**config.mk**
```make
export PLATFORM = sky130hd
export DESIGN_NAME = sock_chan_mux
export DESIGN_NICKNAME = d
export VERILOG_FILES = /design/src/rtl/sock_mux_pkg.sv /design/src/rtl/sock_rx_fifo.sv /design/src/rtl/sock_chan_mux.sv
export SDC_FILE = /design/constraint.sdc
export NUM_CORES = 1
export LEC_CHECK = 0
export ABC_AREA = 1
export CAP_MARGIN = 20
export CORE_ASPECT_RATIO = 0.7
export CORE_MARGIN = 2
export CORE_UTILIZATION = 48
export DETAILED_ROUTE_END_ITERATION = 7
export PLACE_DENSITY = 0.82
export SETUP_SLACK_MARGIN = 0.05
export SLEW_MARGIN = 10
export SYNTH_ARGS = -nofsm -noshare
export SYNTH_HDL_FRONTEND = slang
export SYNTH_SLANG_ARGS = --single-unit
```
**constraint.sdc**
```tcl
create_clock -name clk -period 4.5 [get_ports clk]
set_clock_uncertainty 0.15 [all_clocks]
set_input_delay 0.45 -clock clk [delete_from_list [all_inputs] [get_ports clk]]
set_output_delay 0.45 -clock clk [all_outputs]
set_load 0.01 [all_outputs]
```
**src/rtl/sock_mux_pkg.sv**
```systemverilog
// rtl/sock_mux_pkg.sv - shared types and link-word pack/unpack helpers for sock_chan_mux
package sock_mux_pkg;

  typedef enum logic {IDLE = 1'b0, BURST = 1'b1} state_t;

  // Helpers work on a link word sized for the widest supported layout;
  // callers pass their real payload and channel-id widths.
  localparam int MAX_DW = 64;
  localparam int MAX_CW = 4;
  localparam int MAX_LW = MAX_DW + MAX_CW + 1;

  typedef logic [MAX_LW-1:0] link_t;

  function automatic int last_bit(input int dw, input int cw);
    return dw + cw;
  endfunction

  function automatic int ch_lsb(input int dw);
    return dw;
  endfunction

  function automatic link_t pack_link(input logic last, input logic [MAX_CW-1:0] ch,
                                      input logic [MAX_DW-1:0] data, input int dw, input int cw);
    link_t w;
    w = '0;
    for (int i = 0; i < MAX_DW; i++) if (i < dw) w[i] = data[i];
    for (int i = 0; i < MAX_CW; i++) if (i < cw) w[ch_lsb(dw) + i] = ch[i];
    w[last_bit(dw, cw)] = last;
    return w;
  endfunction

  function automatic logic [MAX_CW-1:0] unpack_ch(input link_t w, input int dw, input int cw);
    logic [MAX_CW-1:0] r;
    r = '0;
    for (int i = 0; i < MAX_CW; i++) if (i < cw) r[i] = w[ch_lsb(dw) + i];
    return r;
  endfunction

  function automatic logic unpack_last(input link_t w, input int dw, input int cw);
    return w[last_bit(dw, cw)];
  endfunction

  function automatic logic [MAX_DW-1:0] unpack_data(input link_t w, input int dw);
    logic [MAX_DW-1:0] r;
    r = '0;
    for (int i = 0; i < MAX_DW; i++) if (i < dw) r[i] = w[i];
    return r;
  endfunction

endpackage

```
**src/rtl/sock_rx_fifo.sv**
```systemverilog
// rtl/sock_rx_fifo.sv - synchronous RX FIFO with occupancy count and sticky overflow flag
module sock_rx_fifo #(
  parameter int DEPTH = 4,
  parameter int W = 8,
  localparam int CNT_W = $clog2(DEPTH + 1),
  localparam int AW = $clog2(DEPTH)
) (
  input  logic             clk,
  input  logic             rst,
  input  logic             wr_en,
  input  logic [W-1:0]     wr_data,
  input  logic             rd_en,
  output logic [W-1:0]     rd_data,
  output logic             empty,
  output logic [CNT_W-1:0] count,
  output logic             ovf
);

  logic [W-1:0]  mem [DEPTH];
  logic [AW-1:0] wr_ptr, rd_ptr;
  logic          full, do_wr, do_rd;

  // A pop in the same cycle frees the slot, so a full FIFO can still take a word.
  always_comb begin
    empty   = (count == '0);
    full    = (count == CNT_W'(DEPTH));
    do_rd   = rd_en & ~empty;
    do_wr   = wr_en & (~full | do_rd);
    rd_data = mem[rd_ptr];
  end

  // Pointer, occupancy and overflow bookkeeping; a rejected write sets ovf until rst.
  always_ff @(posedge clk) begin
    if (rst) begin
      wr_ptr <= '0;
      rd_ptr <= '0;
      count  <= '0;
      ovf    <= 1'b0;
    end else begin
      if (do_wr) wr_ptr <= wr_ptr + AW'(1);
      if (do_rd) rd_ptr <= rd_ptr + AW'(1);
      count <= count + CNT_W'(do_wr) - CNT_W'(do_rd);
      if (wr_en & ~do_wr) ovf <= 1'b1;
    end
  end

  // Storage is not reset; clearing the pointers discards its contents.
  always_ff @(posedge clk) begin
    if (do_wr) mem[wr_ptr] <= wr_data;
  end

endmodule

```
**src/rtl/sock_chan_mux.sv**
```systemverilog
// rtl/sock_chan_mux.sv - round-robin packet mux/demux sharing one socket link between channels
module sock_chan_mux
  import sock_mux_pkg::*;
#(
  parameter int NUM_CH = 4,
  parameter int DWIDTH = 32,
  parameter int RX_DEPTH = 4,
  localparam int CH_W = $clog2(NUM_CH),
  localparam int LW = DWIDTH + CH_W + 1
) (
  input  logic                     clk,
  input  logic                     rst,
  input  logic [NUM_CH*DWIDTH-1:0] s_tx_data,
  input  logic [NUM_CH-1:0]        s_tx_valid,
  input  logic [NUM_CH-1:0]        s_tx_last,
  output logic [NUM_CH-1:0]        s_tx_ready,
  output logic [LW-1:0]            socket_dout,
  output logic                     socket_dout_valid,
  input  logic [LW-1:0]            socket_din,
  input  logic                     socket_din_valid,
  output logic                     socket_din_ready,
  output logic [DWIDTH-1:0]        m_rx_data,
  output logic [NUM_CH-1:0]        m_rx_valid,
  output logic                     m_rx_last,
  input  logic [NUM_CH-1:0]        m_rx_ready,
  output logic                     err_bad_ch,
  output logic                     err_rx_ovf
);

  localparam int CNT_W = $clog2(RX_DEPTH + 1);

  state_t              state, state_nxt;
  logic [CH_W-1:0]     gnt, rr_ptr, pick_ch, cur_ch;
  logic                pick_found, accept, acc_last;
  logic [MAX_DW-1:0]   acc_data;

  logic [LW-1:0]       rx_head;
  logic                rx_empty, rx_pop;
  logic [CNT_W-1:0]    rx_count;
  link_t               head_w;
  logic [MAX_CW-1:0]   head_ch;
  logic                head_bad;

  // Round-robin scan starting at rr_ptr; the first valid channel wins.
  always_comb begin
    pick_found = 1'b0;
    pick_ch    = '0;
    for (int k = 0; k < NUM_CH; k++) begin
      if (!pick_found && s_tx_valid[(int'(rr_ptr) + k) % NUM_CH]) begin
        pick_found = 1'b1;
        pick_ch    = CH_W'((int'(rr_ptr) + k) % NUM_CH);
      end
    end
  end

  // TX grant and next state: a burst locks the link to gnt until its last beat.
  always_comb begin
    state_nxt  = state;
    s_tx_ready = '0;
    cur_ch     = (state == BURST) ? gnt : pick_ch;
    if (!rst) begin
      if (state == BURST)  s_tx_ready[gnt] = 1'b1;
      else if (pick_found) s_tx_ready[pick_ch] = 1'b1;
    end
    accept   = s_tx_valid[cur_ch] & s_tx_ready[cur_ch];
    acc_last = s_tx_last[cur_ch];
    acc_data = '0;
    acc_data[DWIDTH-1:0] = s_tx_data[int'(cur_ch)*DWIDTH +: DWIDTH];
    if (accept) state_nxt = acc_last ? IDLE : BURST;
  end

  // TX state, pointer update and the registered link word toward the wrapper.
  always_ff @(posedge clk) begin
    if (rst) begin
      state             <= IDLE;
      gnt               <= '0;
      rr_ptr            <= '0;
      socket_dout       <= '0;
      socket_dout_valid <= 1'b0;
    end else begin
      state             <= state_nxt;
      socket_dout_valid <= accept;
      if (accept) begin
        socket_dout <= LW'(pack_link(acc_last, MAX_CW'(cur_ch), acc_data, DWIDTH, CH_W));
        if (acc_last) rr_ptr <= CH_W'((int'(cur_ch) + 1) % NUM_CH);
        else          gnt    <= cur_ch;
      end
    end
  end

  sock_rx_fifo #(.DEPTH(RX_DEPTH), .W(LW)) u_rx_fifo (
    .clk     (clk),
    .rst     (rst),
    .wr_en   (socket_din_valid),
    .wr_data (socket_din),
    .rd_en   (rx_pop),
    .rd_data (rx_head),
    .empty   (rx_empty),
    .count   (rx_count),
    .ovf     (err_rx_ovf)
  );

  // Route the FIFO head to its channel; unused channel codes are dropped at once.
  always_comb begin
    head_w = '0;
    head_w[LW-1:0] = rx_head;
    head_ch  = unpack_ch(head_w, DWIDTH, CH_W);
    head_bad = (int'(head_ch) >= NUM_CH);
    m_rx_valid = '0;
    rx_pop     = 1'b0;
    err_bad_ch = 1'b0;
    m_rx_data  = '0;
    m_rx_last  = 1'b0;
    socket_din_ready = !rst && (int'(rx_count) <= RX_DEPTH - 2);
    if (!rx_empty) begin
      m_rx_data = DWIDTH'(unpack_data(head_w, DWIDTH));
      m_rx_last = unpack_last(head_w, DWIDTH, CH_W);
      if (head_bad) begin
        rx_pop     = 1'b1;
        err_bad_ch = 1'b1;
      end else begin
        m_rx_valid[head_ch[CH_W-1:0]] = 1'b1;
        rx_pop = m_rx_ready[head_ch[CH_W-1:0]];
      end
    end
  end

endmodule

```
-- Yosys cells after proc, flatten, opt, wreduce, memory -nomap -nowiden
Memories as Yosys holds them, arrays and structs flattened. A register that Yosys moved wholly into a read port is not among the register bits.
Index checks and enable logic that the tools add are counted.
Widths: inputs -> output; s select.
- word-level logic and storage cells: 107
- bits in latches: 0
- flip-flop bits (word level): 49
- input port bits: 178
- ROM bits: 0
- memory bits (writable): 140
- memories: 1
- output and inout bits: 80
- order comparisons: 12
- multiply operators: 0
- bitwise gates (word level): 12
- div/mod/pow operators: 0
- muxes and demuxes: 46
- reduce and logical (&&, ||, !) cells: 17
- equal/unequal tests: 1
- shift operators: 1
- add/subtract/negate cells: 8
- memory list (memory ; depth ; width ; read ports ; clocked after memory_dff ; write ports ; RTL line ; RTL):
    u_rx_fifo.mem ; 4 ; 35 ; 1 ; 1 ; 1 ; sock_rx_fifo.sv:19 ; logic [W-1:0] mem [DEPTH];
- operator list (operator ; count):
    $shiftx 128x8->32 ; 1
    $mux 32 ; 1
    $mux 1 ; 23
    $bmux 1 s2 ; 8
    $mux 4 ; 4
    $lt 2x3->1 const B ; 5
    $mux 2 ; 7
    $lt 3x4->1 const B ; 3
    $add 2x1->2 const B ; 4
    $logic_and 1x1->1 ; 7
    $demux 1 s2 ; 3
    $ge 2x1->1 const B ; 3
    $reduce_or 2->1 ; 3
    $add 2x2->2 const B ; 2
    $and 1x1->1 ; 4
    $logic_not 1->1 ; 4
    $not 1->1 ; 4
    $reduce_and 2->1 ; 2
    $add 3x1->3 ; 1
    $and 1x1->1 const A ; 3
    $eq 3x3->1 const B ; 1
    $le 3x2->1 const B ; 1
    $logic_not 3->1 ; 1
    $sub 3x1->3 ; 1
    $or 1x1->1 ; 1

-- Logic depth before layout (Yosys ltp)
- depth after elaboration: 25
- gate-level depth with buffers: 20
- mapped depth without buffers: 19

-- Cells and area by module
Synthesis repeated with hierarchy kept, for this count alone.
- cells, all modules: 1036
- area, all modules: 9218.8 um^2
- by module, submodules not included (module ; times used ; area an instance (um^2) ; sequential area each (um^2) ; cells each):
    sock_rx_fifo ; 1 ; 5725.5 ; 4404.2 ; 413
    sock_chan_mux ; 1 ; 3493.4 ; 820.8 ; 623

-- Least setup slack after synthesis
OpenSTA, ideal clock, no wires.
- path type: reg-to-reg
- start point: reg with a tool-made name
- end point: mem u_rx_fifo.mem[0][0] in the netlist's numbering (enable)
- buffers on the path: 1
- period minus slack after synthesis: 3551 ps
- path slack: 949 ps
- data arrival time: 2973 ps
- library setup time: 427 ps
- data required time: 3923 ps
- stages on the path, launching flop included: 12
- cell sequence: dfxtp_1 clkbuf_1 or2_2 o211ai_1 nand2_1 inv_1 nand3_1 nand4_1 nand2_1 nand4_1 nand2_1 nor2_1
- RTL lines (element ; RTL line):
    end: declaration ; sock_rx_fifo.sv:19

-- Final worst setup path
- start point: reg rr_ptr[0]
- end point: out s_tx_ready[3]
- word-level cells in the longest chain between the ends: 19
- elaborated cells between the ends (all ways): 36
- classes of those cells: add/sub (3); order compare (2); mux (24); reduce/logical (7)
- ends and longest elaborated chain (element ; RTL line ; RTL):
    start: declaration ; sock_chan_mux.sv:33 ; logic [CH_W-1:0] gnt, rr_ptr, pick_ch, cur_ch;
    start signal: assignment ; sock_chan_mux.sv:85 ; if (acc_last) rr_ptr <= CH_W'((int'(cur_ch) + 1) % NUM_CH);
    $add 2x1->2 / $bmux 1 s2 (equally long branches) ; sock_chan_mux.sv:49, sock_chan_mux.sv:51 ;
    $bmux 1 s2 / $mux 1 (equally long branches) ; sock_chan_mux.sv:49 ; if (!pick_found && s_tx_valid[(int'(rr_ptr) + k) % NUM_CH]) begin
    $mux 1 (not written as such) ; sock_chan_mux.sv:49 ;
    $mux 1 (not written as such) / $logic_not 1->1 (equally long branches) ; sock_chan_mux.sv:49 ;
    $logic_and 1x1->1 ; sock_chan_mux.sv:49 ;
    $mux 1 ; sock_chan_mux.sv:49 ;
    $logic_not 1->1 ; sock_chan_mux.sv:49 ;
    $logic_and 1x1->1 ; sock_chan_mux.sv:49 ;
    [3 not listed] ; n/a ;
    $mux 2 ; sock_chan_mux.sv:49 ;
    $lt 2x3->1 (not written as such) / $ge 2x1->1 (equally long branches) ; sock_chan_mux.sv:63 ; else if (pick_found) s_tx_ready[pick_ch] = 1'b1;
    $logic_and 1x1->1 (not written as such) ; sock_chan_mux.sv:63 ;
    $mux 1 (not written as such) ; sock_chan_mux.sv:63 ;
    $demux 1 s2 ; sock_chan_mux.sv:63 ;
    $mux 4 (*) ; sock_chan_mux.sv:63 ;
    $mux 4 (*) ; sock_chan_mux.sv:62 ; if (state == BURST) s_tx_ready[gnt] = 1'b1;
    $mux 4 (*) ; sock_chan_mux.sv:61 ; if (!rst) begin
    end: declaration ; sock_chan_mux.sv:16 ; output logic [NUM_CH-1:0] s_tx_ready,
Mark *: on every way between the ends. The rest lies on a longest branch, timed or not. The select of a mux whose other input is x is not followed.

==> metrics.md <==
| Metric | Value |
|---|---|
| Status | complete, no violations |
| Commonest cells after routing, fill and taps aside | clkdlybuf4s50_1, nor2_1, edfxtp_1, nand2_1, inv_1 |
| Top post-synthesis cells by area | edfxtp_1, dfxtp_1, nor2_1, nand2_1, o21ai_0 |
| CP endpoint kind | output port |
| Worst r2r path cells | 11 |
| Post-route cell area | 0.0124 mm2 |
| Critical path data arrival time | 2.93 ns |
| CP cell instances | inv_2 > nand2_1 > nand2_2 > nand2_1 > nand2_2 > nor2_2 > nand3_1 > nand2_1 > nand2_2 > nand2_4 > nand2_4 > nor3_2 > clkdlybuf4s50_1 |
| Synth Flop Type | edfxtp_1 |
| Antenna cells | 0 |
| YS warnings | 0 |
| Die outline height | 119 um |
| First-pass DRT Iterations | 5 |
| Total Wirelength | 23.4 mm |
| Storage element area | 0.00523 mm2 |
| Max Cap Violations | 0 |
| Vias in the first global route | 7,331 |
| Unique masters post-synth | 35 |
| Worst rel slew slack | 53.8% |
| IO Pins | 258 |
| Root Driver | clkbuf_16 |
| All-layer global routing usage | 23.5% |
| Synthesis-to-layout area growth | 35.9% |
| Via count | 7,798 |
| Fin. max-slew vios | 0 |
| Syn Inst Count | 1,034 |
| Port Buffer Count | 256 |
| CP max-delay cell | clkdlybuf4s50_1 |
| Post-detail-place hpwl | 16.1 mm |
| Switch share | 42.3% |
| TritonCTS Sinks | 191 |
| Antenna violations before repair | 0 |
| Critical path launch point | rr_ptr[0]$_SDFFE_PP0P_ |
| Tmin final | 3.53 ns |
| Final setup vio count | 0 |
| CP max stage delay | 0.59 ns |
| Sequential area share after synthesis | 57.2% |
| # Post-CTS Setup Buffers | 0 |
| Commonest non-fill, non-tap cell in the layout | clkdlybuf4s50_1 |
| Filler cells | 1,469 |
| Power share of the combinational group | 52.8% |
| Largest net degree at the start of global routing | 133 |
| Core box area | 0.0188 mm2 |
| Yosys reg bits | 191 |
| Fin. Hold Viols | 0 |
| Drt wl/cell | 15.4 um |
| Global-route wire length before repair | 37.0 mm |
| Die Area | 0.0202 mm2 |
| RSZ-0062 raised after global routing | false |
| Asr flop ratio synth | 0% |
| Num CTS Buffers | 17 |
| Tcrit/Tclk final | 78.4% |
| DIE WIDTH | 169 um |
| Detailed-route DRC error count | 0 |
| PostCTS Resize Cnt | 0 |
| Internal power | 4.74 mW |
| Switching pwr | 3.47 mW |
| H-tree Lvls | 4 |
| Hold_buf cts | 0 |
| GP Congestion | 0.879 |
| FF-to-FF setup slack | 1.26 ns |
| 1st-iter DRT viols | 653 |
| Reg2reg end | u_rx_fifo.mem[3][0]$_DFFE_PP_ |
| Max Clock Freq | 0.283 GHz |
| Multi-input gate area | 0.00317 mm2 |
| DR vias/cell | 5.14 |
| Antenna Nets Post-Route | 0 |
| Setup CP Type | reg2out |
| Worst skew pair latency | 0.42 ns |
| Leakage power | 4.93 nW |
| GRT overflow | 0 |
| Max Root-Sink Buffers | 2 |
| EDFF count, synth | 140 |
| Pwr Density | 661 mW/mm2 |
| TritonCTS clock tree | done |
| Worst setup path end | s_tx_ready[3] |
| VDD IR max | 0.000509 V |
| Post-DP Area | 0.0118 mm2 |
| Fin nets | 1,448 |
| Area leader, netlist | edfxtp_1 |
| Yosys top cell area share | 46.0% |
| Initial Util | 48.7% |
| Required time of the critical path | 3.90 ns |
| Setup TNS | 0 ns |
| Clock Pin Slew Worst Setup and Hold Paths | 0.07 ns |
| Cell area after synthesis | 0.00913 mm2 |
| Worst hold path class | reg2reg |
| CP max FO | 11 |
| Seq pwr share | 29.0% |
| Worst Tran Pin Value | 0.693 ns |
| Net Count, Synth | 1,220 |
| # rows | 42 |
| Layout cells sized above 1 | 5.73% |
| CP Launch Type | flip-flop |
| Avg Cell Area, Syn | 8.83 um2 |
| Clock network power share | 18.2% |
## flip-flops by register name (all words and copies together) (netlist names), named ones only
signal	count
u_rx_fifo.wr_ptr	2
rr_ptr	2
u_rx_fifo.count	3
socket_dout	35
gnt	2
u_rx_fifo.ovf	1
u_rx_fifo.rd_ptr	2
state	1
u_rx_fifo.mem	140
socket_dout_valid	1
## cell usage after synthesis, types with 7 or more instances
master	n
buf_1	8
o21ai_0	95
nor2_1	222
o211ai_1	33
a21oi_1	74
o21ai_1	43
nand2_1	134
dfxtp_1	51
buf_2	9
nand3_1	25
clkbuf_1	28
nand2_2	8
buf_6	11
edfxtp_1	140
inv_1	106
ha_1	7
## area by class of cell
| class | instances | area share [%] |
|---|---|---|
| multi-input cells | 669 | 25.6 |
| clock inverters | 14 | 1.36 |
| inverters | 113 | 3.46 |
| repair buffers | 270 | 21.6 |
| clock buffers | 18 | 3.46 |
| flip-flops and latches | 191 | 42.1 |
| well taps | 242 | 2.44 |
## layer usage
layer  wire, um  track usage (%)  vias up
li1           -                -     3895
met1       9980             30.3     3556
met2      11300             39.1      318
met3       1740             6.41       29
met4        355             6.73        0
met5          0                0        -
## logic make-up after synthesis
kind of cell	Yosys count	synth area share (%)
xor gates and xnor gates	2	0.192
adders and majority gates	8	1.18
DFF	191	57.2
and+or+nand+nor	409	18.3
buffers and inverters	174	8.44
AOI/OAI and AO/OA	249	14.6
other	1	0.0411
## worst min path at each step
stage / from / endpoint / slack (ns) / depth (start not counted)
after floorplan: u_rx_fifo.rd_ptr[1]$_SDFFE_PP0P_ / flip-flop / 0.29 / 2
after global placement: socket_dout[34]$_SDFFE_PP0P_ / socket_dout[34]$_SDFFE_PP0P_ / 0.30 / 2
after detailed placement: socket_dout[33]$_SDFFE_PP0P_ / socket_dout[33]$_SDFFE_PP0P_ / 0.31 / 2
after CTS: socket_dout[33]$_SDFFE_PP0P_ / socket_dout[33]$_SDFFE_PP0P_ / 0.33 / 2
after global routing: socket_dout[19]$_SDFFE_PP0P_ / socket_dout[19]$_SDFFE_PP0P_ / 0.35 / 2
final: socket_dout[34]$_SDFFE_PP0P_ / socket_dout[34]$_SDFFE_PP0P_ / 0.33 / 2
## power groups by stage
stage	Sequential, mW	Combinational [mW]	Clock (mW)
6_report	2.38	4.33	1.49
5_1_grt	2.41	4.82	1.60
4_1_cts	2.38	4.35	1.52
3_5_place_dp	2.41	4.33	0
3_3_place_gp	2.40	4.27	0
2_1_floorplan	2.46	2.93	0
## critical path, delay by kind of cell, from the launching register on
| kind | cells | cell delay [ns] |
|---|---|---|
| simple gates | 11 | 1.18 |
| buf+inv | 2 | 0.76 |
| flops | 1 | 0.57 |
## metrics by stage
| stage | worst slack (ns) | std cells | total power, mW | utilization [%] | hold WS [ns] |
|---|---|---|---|---|---|
| after floorplan | 0.949 | 1034 | 5.39 | - | 0.286 |
| after global placement | 1.26 | 1485 | 6.67 | 62.9 | 0.302 |
| after detailed placement | 1.21 | 1485 | 6.74 | 62.9 | 0.312 |
| after CTS | 1.01 | 1517 | 8.25 | 66.1 | 0.331 |
| after global routing | 0.744 | 1517 | 8.83 | 66.1 | 0.355 |
| final | 0.971 | 1517 | 8.20 | 66.1 | 0.328 |
Note: power is estimated with default switching activity, not from simulation.
